--- src/rtl/baud_tick_gen.sv ---
// Runtime-programmable UART baud tick generator: rx_tick at OSR x baud, tx_tick at baud.
// Optional fractional TX/RX prescaler (average period d + frac/16) when BAUD_FRAC_DIV_EN is defined.
module baud_tick_gen #(
  parameter int DIV_W       = 16,
  parameter int OSR         = 16,
  parameter int DEFAULT_DIV = 54
) (
  input  logic             clk,
  input  logic             reset,
  input  logic             enable,
  input  logic [DIV_W-1:0] div_in,
  input  logic             div_wr,
`ifdef BAUD_FRAC_DIV_EN
  input  logic [3:0]       frac_in,
`endif
  input  logic             rx_resync,
  output logic             rx_tick,
  output logic             tx_tick,
  output logic [DIV_W-1:0] div_active,
  output logic             div_pending
);

  localparam int SUB_W = (OSR > 2) ? $clog2(OSR) : 1;
  localparam logic [DIV_W-1:0] DEF_DIV = DIV_W'(DEFAULT_DIV);
  localparam logic [SUB_W-1:0] SUB_MAX = SUB_W'(OSR - 1);

  logic [DIV_W-1:0] rx_cnt;
  logic [DIV_W-1:0] tx_cnt;
  logic [SUB_W-1:0] tx_sub;
  logic [DIV_W-1:0] div_pend;

  logic [DIV_W-1:0] d_m1;
  logic [DIV_W:0]   rx_lim;
  logic [DIV_W:0]   tx_lim;
  logic             rx_wrap;
  logic             tx_wrap;
  logic             tx_bit;
  logic             apply;

`ifdef BAUD_FRAC_DIV_EN
  logic [3:0] frac_pend;
  logic [3:0] frac_active;
  logic [3:0] rx_acc;
  logic [3:0] tx_acc;
  logic       rx_extra;
  logic       tx_extra;
  logic [4:0] rx_sum;
  logic [4:0] tx_sum;
`endif

  // A zero divisor behaves as 1; limits are one bit wider so d-1+extra cannot overflow.
  always_comb begin
    d_m1   = (div_active == '0) ? '0 : div_active - DIV_W'(1);
    rx_lim = {1'b0, d_m1};
    tx_lim = {1'b0, d_m1};
`ifdef BAUD_FRAC_DIV_EN
    rx_lim = {1'b0, d_m1} + {{DIV_W{1'b0}}, rx_extra};
    tx_lim = {1'b0, d_m1} + {{DIV_W{1'b0}}, tx_extra};
    rx_sum = {1'b0, rx_acc} + {1'b0, frac_active};
    tx_sum = {1'b0, tx_acc} + {1'b0, frac_active};
`endif
    rx_wrap = ({1'b0, rx_cnt} >= rx_lim);
    tx_wrap = ({1'b0, tx_cnt} >= tx_lim);
    tx_bit  = enable && tx_wrap && (tx_sub == SUB_MAX);
    apply   = div_pending && (!enable || tx_bit);
  end

  always_ff @(posedge clk or posedge reset) begin
    if (reset) begin
      rx_cnt  <= '0;
      rx_tick <= 1'b0;
    end else if (!enable || rx_resync) begin
      rx_cnt  <= '0;
      rx_tick <= 1'b0;
    end else if (rx_wrap) begin
      rx_cnt  <= '0;
      rx_tick <= 1'b1;
    end else begin
      rx_cnt  <= rx_cnt + DIV_W'(1);
      rx_tick <= 1'b0;
    end
  end

  always_ff @(posedge clk or posedge reset) begin
    if (reset) begin
      tx_cnt  <= '0;
      tx_sub  <= '0;
      tx_tick <= 1'b0;
    end else if (!enable) begin
      tx_cnt  <= '0;
      tx_sub  <= '0;
      tx_tick <= 1'b0;
    end else if (tx_wrap) begin
      tx_cnt  <= '0;
      tx_sub  <= tx_bit ? '0 : tx_sub + SUB_W'(1);
      tx_tick <= tx_bit;
    end else begin
      tx_cnt  <= tx_cnt + DIV_W'(1);
      tx_tick <= 1'b0;
    end
  end

  // A write landing on an apply cycle stays pending; the apply takes the older value.
  always_ff @(posedge clk or posedge reset) begin
    if (reset) begin
      div_active  <= DEF_DIV;
      div_pend    <= DEF_DIV;
      div_pending <= 1'b0;
    end else begin
      if (apply) begin
        div_active <= div_pend;
      end
      if (div_wr) begin
        div_pend    <= div_in;
        div_pending <= 1'b1;
      end else if (apply) begin
        div_pending <= 1'b0;
      end
    end
  end

`ifdef BAUD_FRAC_DIV_EN
  always_ff @(posedge clk or posedge reset) begin
    if (reset) begin
      frac_pend   <= '0;
      frac_active <= '0;
    end else begin
      if (apply) begin
        frac_active <= frac_pend;
      end
      if (div_wr) begin
        frac_pend <= frac_in;
      end
    end
  end

  // Carry out of the accumulator stretches the following prescaler period by one cycle.
  always_ff @(posedge clk or posedge reset) begin
    if (reset) begin
      rx_acc   <= '0;
      rx_extra <= 1'b0;
    end else if (!enable || rx_resync) begin
      rx_acc   <= '0;
      rx_extra <= 1'b0;
    end else if (rx_wrap) begin
      rx_acc   <= rx_sum[3:0];
      rx_extra <= rx_sum[4];
    end
  end

  always_ff @(posedge clk or posedge reset) begin
    if (reset) begin
      tx_acc   <= '0;
      tx_extra <= 1'b0;
    end else if (!enable) begin
      tx_acc   <= '0;
      tx_extra <= 1'b0;
    end else if (tx_wrap) begin
      tx_acc   <= tx_sum[3:0];
      tx_extra <= tx_sum[4];
    end
  end
`endif

endmodule

--- config.mk ---
export PLATFORM = sky130hd
export DESIGN_NAME = baud_tick_gen
export DESIGN_NICKNAME = d
export VERILOG_FILES = /design/src/rtl/baud_tick_gen.sv
export SDC_FILE = /design/constraint.sdc
export NUM_CORES = 1
export LEC_CHECK = 0
export ABC_AREA = 1
export BUFFER_PORTS_ARGS = -buffer_cell sky130_fd_sc_hd__buf_2
export CORE_ASPECT_RATIO = 1.4
export CORE_MARGIN = 2
export CORE_UTILIZATION = 60
export DETAILED_ROUTE_END_ITERATION = 7
export GPL_ROUTABILITY_DRIVEN = 1
export GPL_TIMING_DRIVEN = 0
export HOLD_SLACK_MARGIN = 0.05
export PLACE_DENSITY = 0.9
export SYNTH_ARGS = -nofsm -noshare
export SYNTH_HDL_FRONTEND = slang
export SYNTH_SLANG_ARGS = --single-unit
--- constraint.sdc ---
create_clock -name clk -period 3.4 [get_ports clk]
set_input_delay 0.51 -clock clk [delete_from_list [all_inputs] [get_ports clk]]
set_output_delay 0.51 -clock clk [all_outputs]
set_load 0.03 [all_outputs]
==> summary.md, run 1 <==
| Metric | Value |
|---|---|
| Max Cap Viol | `0` |
| First drt pass iteration count | `6` |
| Most area-consuming cells after synthesis | `dfrtp_1 (36%), nand2_1 (14%), ha_1 (11%)` |
| Num ports | `40` |
| R2R depth | `18` |
| Yosys warns | `0` |
| Final setup viols | `0` |
| Buffers on Ports | `37` |
| Post-route DRC | `0` |
| Min-Delay Path Class | `primary input to asynchronous set/reset pin` |
| Area taken by multi-input logic gates | `2320 sq um` |
| Fin crit share | `0.935` |
| Worst-skew pair later-pin latency | `370 ps` |
| Htree depth | `3` |
| Ys async rst share | `1.00` |
| Vias in the first global route | `4024` |
| Final hold violations | `0` |
| EDFF count, synth | `0` |
| Yosys top cell by area | `dfrtp_1` |
| Critical Path RT | `3660 ps` |
| Die H | `105 um` |
| Kind of critical path | `flop to flop` |
| Die Width | `76.1 um` |
| Detail Placement HPWL | `7660 um` |
| Static Leak | `2.51 nW` |
| Nets | `659` |
| CTS Buf Count | `9` |
| Crit path DAT | `3430 ps` |
| GRT Resource Usage Total | `0.270` |
| Slew @ Worst Pin | `621 ps` |
| Synthesized area | `4370 sq um` |
| Die area | `7990 sq um` |
| Flops & latches, synth | `71` |
| GP Congestion | `0.865` |
| Clock Tree Root | `clkbuf_8` |
| CTS clk-pin slew, worst paths | `70 ps` |
| Synth Flop Type | `dfrtp_1` |
| WHS | `216 ps` |
| PwrDens | `427 nW/um^2` |
| Row cnt | `36` |
| Peak VDD IR | `0.463 mV` |
| Number of buffers on the longest clock path | `2` |
| WL final | `10000 um` |
| F_max | `315 MHz` |
| Via count | `3967` |
| Yosys cell types | `40` |
| Antenna violations before repair | `0` |
| Relative slew slack | `0.586` |
| Crit path time final | `3180 ps` |
| Post-Syn Area per Cell | `7.91 sq um` |
| DP Cell Count | `685` |
| Number of DRC markers in iteration 0 | `320` |
| Initial Util | `0.621` |
| Area Growth Syn to Fin | `11.9%` |
| WL/cell | `14.3 um` |
| Post-Synthesis Cells | `552` |
| Largest net degree at the start of global routing | `44` |
| Seq/Total Area, Yosys | `0.409` |
| Commonest cells post-synth | `nand2_1 (161), dfrtp_1 (63), inv_1 (53)` |
| # fillers | `524` |
| Synth top area share | `0.361` |
| Clock Skews | `6.88 ps` |
| Crit. End Element | `flop` |
| Register area | `1790 sq um` |
| Most frequent cell after synthesis | `nand2_1` |
| Antenna Cells | `0` |
| Layout cells sized above 1 | `0.165` |
| Slew Viols, Final | `0` |
| First-pass GRT wire length | `17200 um` |
| Total core area | `7030 sq um` |
| GRT overflow | `0` |
| CP Max Fanout | `10` |
| Syn Nets | `610` |
| Status | `completed` |
| Crit path launch type | `flop` |
| Vias/cell | `5.66` |
| Post-DRT Antenna Nets | `0` |
| Sink Count | `71` |
| CTS tree | `yes` |
| Fin cells | `701` |
==> where the power goes <==
part	switching (mW)	leakage, nW	internal, mW
clock network	0.313	0.0861	0.281
registers	0.0675	0.918	0.904
logic	0.343	1.51	0.175
==> worst max-delay path: stages (launching register included) <==
cell and delay (ps):
dfrtp_1 470, inv_1 140, ha_1 220, nand2_1 170, nor2_4 180, nand2_1 90, a21oi_1 160, o21ai_0 190
ha_1 350, nand2_1 50, o21ai_0 220, a21oi_2 110, nand2_4 140, nand3_4 120, nand2_8 110, nand2_4 80
buf_6 150, nand2_1 60, nand2_1 60
==> cell families after synthesis <==
logic type,Yosys count,share of synthesized area
adders and majority gates,37,0.106
AOI/OAI and AO/OA,56,0.0711
DFF,71,0.409
buffers and inverters,68,0.0650
and+or+nand+nor,304,0.317
xor gates and xnor gates,16,0.0321
==> final timing paths <==
path	slack (ps)	from	end
setup / recovery	220	div_active[0]	div_active[8]
hold / removal	220	reset	div_pending
setup reg to reg	220	div_active[0]	div_active[8]
hold reg to reg	460	tx_cnt[0]	tx_cnt[0]
max in group asynchronous	2480	reset	div_active[4]
min in group clk	340	div_in[1]	div_pend[1]
==> sequential cells by signal, indices dropped and copies added (netlist names) <==
register,flops
div_active,16
div_pend,16
div_pending,1
rx_cnt,16
rx_tick,1
tx_cnt,16
tx_sub,4
tx_tick,1
==> metrics by stage <==
stage / util / power, mW / cell area (sq um) / setup WS (ps) / TNS (ps)
after floorplan: - / 1.34 / 4370 / 497 / 0
after global placement: 0.665 / 1.45 / 4670 / 342 / 0
after detailed placement: 0.668 / 1.49 / 4690 / 190 / 0
after CTS: 0.691 / 2.08 / 4860 / 158 / 0
after global routing: 0.695 / 2.20 / 4880 / -7.83 / -9.90
final: 0.695 / 2.08 / 4880 / 223 / 0
==> cell type report <==
class	count	share of cell area
clock inverter	4	0.00461
buffer	13	0.0161
tap	95	0.0243
multi-input combinational	413	0.475
timing repair buffer	38	0.0420
inverter	55	0.0423
clock buffer	12	0.0297
sequential	71	0.366
==> per-layer routing <==
layer	part of all wire	vias to the layer above	GRT usage
li1	-	1894	-
met3	0.048	48	0.0570
met2	0.54	163	0.491
met1	0.37	1862	0.276
met5	0	-	0
met4	0.050	0	0.179
==> cell usage in the layout (no fill, tap or decap), types with 2 or more instances in the layout <==
master and instances:
nand2_1 161, o21ai_0 20, nor4_1 5, xor2_1 11, clkinv_2 3, nand2_4 2
o211ai_1 3, nand3_1 38, dfrtp_1 62, dfstp_2 8, xnor2_1 5, inv_1 52
ha_1 37, buf_4 3, nor2_2 5, nor3_4 2, nor3_1 13, inv_2 2
buf_2 39, nor3_2 3, clkbuf_1 7, a21oi_1 24, buf_6 2, clkbuf_8 10
nand4_1 11, or2_2 4, nor2_1 49, nand3_2 2, nor2_4 4, nand2_2 3
==> repair_timing <==
item,CTS,global route
gates resized for setup,0,8
buffers inserted,0,0
hold buffers,0,0
hold endpoints to repair,0,0
setup endpoints to repair,0,25
(Power assumes the default switching activity.)
==> run 2, diff against run 1 <==
Settings changed: CORE_UTILIZATION 60 to 63, PLACE_DENSITY 0.9 to 0.94.
Clock period 3.4 ns to 3.9 ns, I/O delays scaled along.
==> run 2 against run 1 <==
Against the previous run: worst hold slack improved by 120 ps; global-route usage increased by 4.2 points; maximum frequency decreased by 7.2%; largest power group unchanged; highest routed layer unchanged.
==> summary.md, run 2 (synthesized netlist as in run 1, its figures left out) <==
| Metric | Value |
|---|---|
| Total core area | `6660 sq um (-5.3%)` |
| Crit path launch type | `flop` |
| R2R depth | `19 (+1)` |
| Setup TNS | `0 ps (unchanged)` |
| Clock Skews | `12.9 ps (+6.04 ps)` |
| Area post-placement | `4690 sq um (about the same)` |
| Static Leak | `2.51 nW (about the same)` |
| Fin crit share | `0.878 (-0.0566)` |
| Crit. End Element | `flop` |
| GRT Resource Usage Total | `0.312 (+0.0423)` |
| Layout cells sized above 1 | `0.158 (-0.00660)` |
| Slowest Stage Delay on Critical Path | `480 ps (about the same)` |
| Sink Count | `71 (unchanged)` |
| Hold Buf Count CTS | `0 (unchanged)` |
| First-pass GRT wire length | `18100 um (+5.3%)` |
| CTS resizes | `0 (unchanged)` |
| Die Width | `74.4 um (-2.3%)` |
| Antenna Cells | `0 (unchanged)` |
| Slew Viols, Final | `0 (unchanged)` |
| Post-DRT Antenna Nets | `0 (unchanged)` |
| Final hold violations | `0 (unchanged)` |
| Vias in the first global route | `4145 (+3.0%)` |
| Kind of critical path | `flop to flop` |
| Commonest non-fill, non-tap cell in the layout | `nand2_1` |
| Post-CTS setup buffer count | `0 (unchanged)` |
| Clock Tree Root | `clkbuf_8` |
| Htree depth | `3 (unchanged)` |
| Most frequent cells in the layout | `nand2_1 (161), dfrtp_1 (63), inv_1 (52)` |
| Die area | `7620 sq um (-4.6%)` |
| Reg-to-reg slack, setup | `480 ps (+250 ps)` |
| Max Cap Viol | `0 (unchanged)` |
| First drt pass iteration count | `5 (-1)` |
| Post-route DRC | `0 (unchanged)` |
| Nets | `659 (unchanged)` |
| GP Congestion | `0.886 (+2.5%)` |
| Design area | `4880 sq um (-0.18%)` |
| WL/cell | `15.3 um (+7.4%)` |
| GRT overflow | `0 (unchanged)` |
| Min-Delay Path Class | `primary input to asynchronous set/reset pin` |
| Layout Utilization | `0.733 (+0.0374)` |
| Largest net degree at the start of global routing | `40 (-9.1%)` |
| Cell mode on critical path | `nand2_1` |
| PwrDens | `387 nW/um^2 (-9.4%)` |
| Unrepaired setup endpoints after global routing | `false` |
| Final setup viols | `0 (unchanged)` |
| Die H | `103 um (-2.3%)` |
| WL final | `10700 um (+7.0%)` |
| Slowest-stage cell, CP | `dfrtp_1` |
| CP Cell Sequence | `nor2_1 > nand2_1 > nor3_2 > nand2_1 > inv_1 > nand4_1 > xor2_1 > nand2_1 > ha_1 > nand2_1 > nor3_1 > nand2_2 > nand2_4 > nand3_4 > nand2_8 > nand2_4 > buf_6 > nand2_1 > nand2_1` |
| Via count | `4016 (+1.2%)` |
| Row cnt | `35 (-2.8%)` |
| Detail Placement HPWL | `7710 um (+0.60%)` |
| CP Max Fanout | `10 (unchanged)` |
| Critical Path RT | `4140 ps (+480 ps)` |
| CTS Buf Count | `9 (unchanged)` |
| Status | `completed` |
| Worst reg2reg startpoint | `div_active[3]` |
| Worst-skew pair later-pin latency | `360 ps (about the same)` |
| Crit path DAT | `3660 ps (+230 ps)` |
| Num ports | `40 (unchanged)` |
| CTS tree | `yes` |
| Vias/cell | `5.75 (+1.7%)` |
| Initial Util | `0.656 (+0.0346)` |
| CTS clk-pin slew, worst paths | `80 ps (about the same)` |
| Buffers on Ports | `37 (unchanged)` |
| R2r endpoint | `div_active[3]` |
| Slew @ Worst Pin | `717 ps (+96.3 ps)` |
| Relative slew slack | `0.521 (-0.0643)` |
| Number of buffers on the longest clock path | `2 (unchanged)` |
| F_max | `292 MHz (-7.2%)` |
| Antenna violations before repair | `0 (unchanged)` |
| Peak VDD IR | `0.391 mV (-15%)` |
| Number of DRC markers in iteration 0 | `257 (-20%)` |
| Crit path time final | `3420 ps (+247 ps)` |
| Area Growth Syn to Fin | `11.7%` |
## run 2: changes by cell type in the layout (fill, tap and decap cells not counted), sizes merged
cell,before,now
clkbuf,18,16
bufinv,0,1
clkinv,4,5
## run 2: final cells by class
type	count	area, sq um
buffer	13	77.6
inverter	55	206
tap	92	115
multi-input combinational	413	2300
fill	449	1780
clock inverter	6	61.3
clock buffer	10	128
timing repair buffer	38	205
sequential	71	1790
## run 2: where the power goes
group / leakage (nW) / switching, mW / internal (mW)
clock network: 0.0960 / 0.292 / 0.293
logic: 1.50 / 0.302 / 0.151
registers: 0.919 / 0.0608 / 0.787
## run 2: per-stage QoR
| stage | worst slack (ps) | hold WS, ps | instances | total power [mW] |
|---|---|---|---|---|
| after floorplan | 997 | 432 | 552 | 1.17 |
| after global placement | 841 | 450 | 681 | 1.26 |
| after detailed placement | 698 | 455 | 682 | 1.29 |
| after CTS | 603 | 349 | 698 | 1.88 |
| after global routing | 332 | 412 | 698 | 1.97 |
| final | 476 | 336 | 698 | 1.89 |
## run 2: how the worst max path moves through the flow
stage / from / cells past startpoint / end
2_1_floorplan: div_active[0] / 19 / div_active[0]
3_3_place_gp: reset / 2 / rx_cnt[14]
3_5_place_dp: div_active[0] / 18 / div_active[6]
4_1_cts: div_active[3] / 19 / div_active[3]
5_1_grt: div_active[0] / 18 / div_active[3]
6_report: div_active[3] / 19 / div_active[3]
## run 2: routing by layer
| metal | wire (um) | global-route usage | up-vias |
|---|---|---|---|
| li1 | - | - | 1906 |
| met4 | 511 | 0.173 | 0 |
| met2 | 5770 | 0.565 | 169 |
| met3 | 562 | 0.0714 | 60 |
| met1 | 3850 | 0.326 | 1881 |
| met5 | 0 | 0 | - |
## run 2: worst max-delay path: cells and delay by family, from the launching register on
| kind | cells | cell delay (ps) |
|---|---|---|
| simple gates | 15 | 2020 |
| fa+ha+maj | 1 | 330 |
| xor+xnor | 1 | 210 |
| flops | 1 | 480 |
| buf+inv | 2 | 250 |
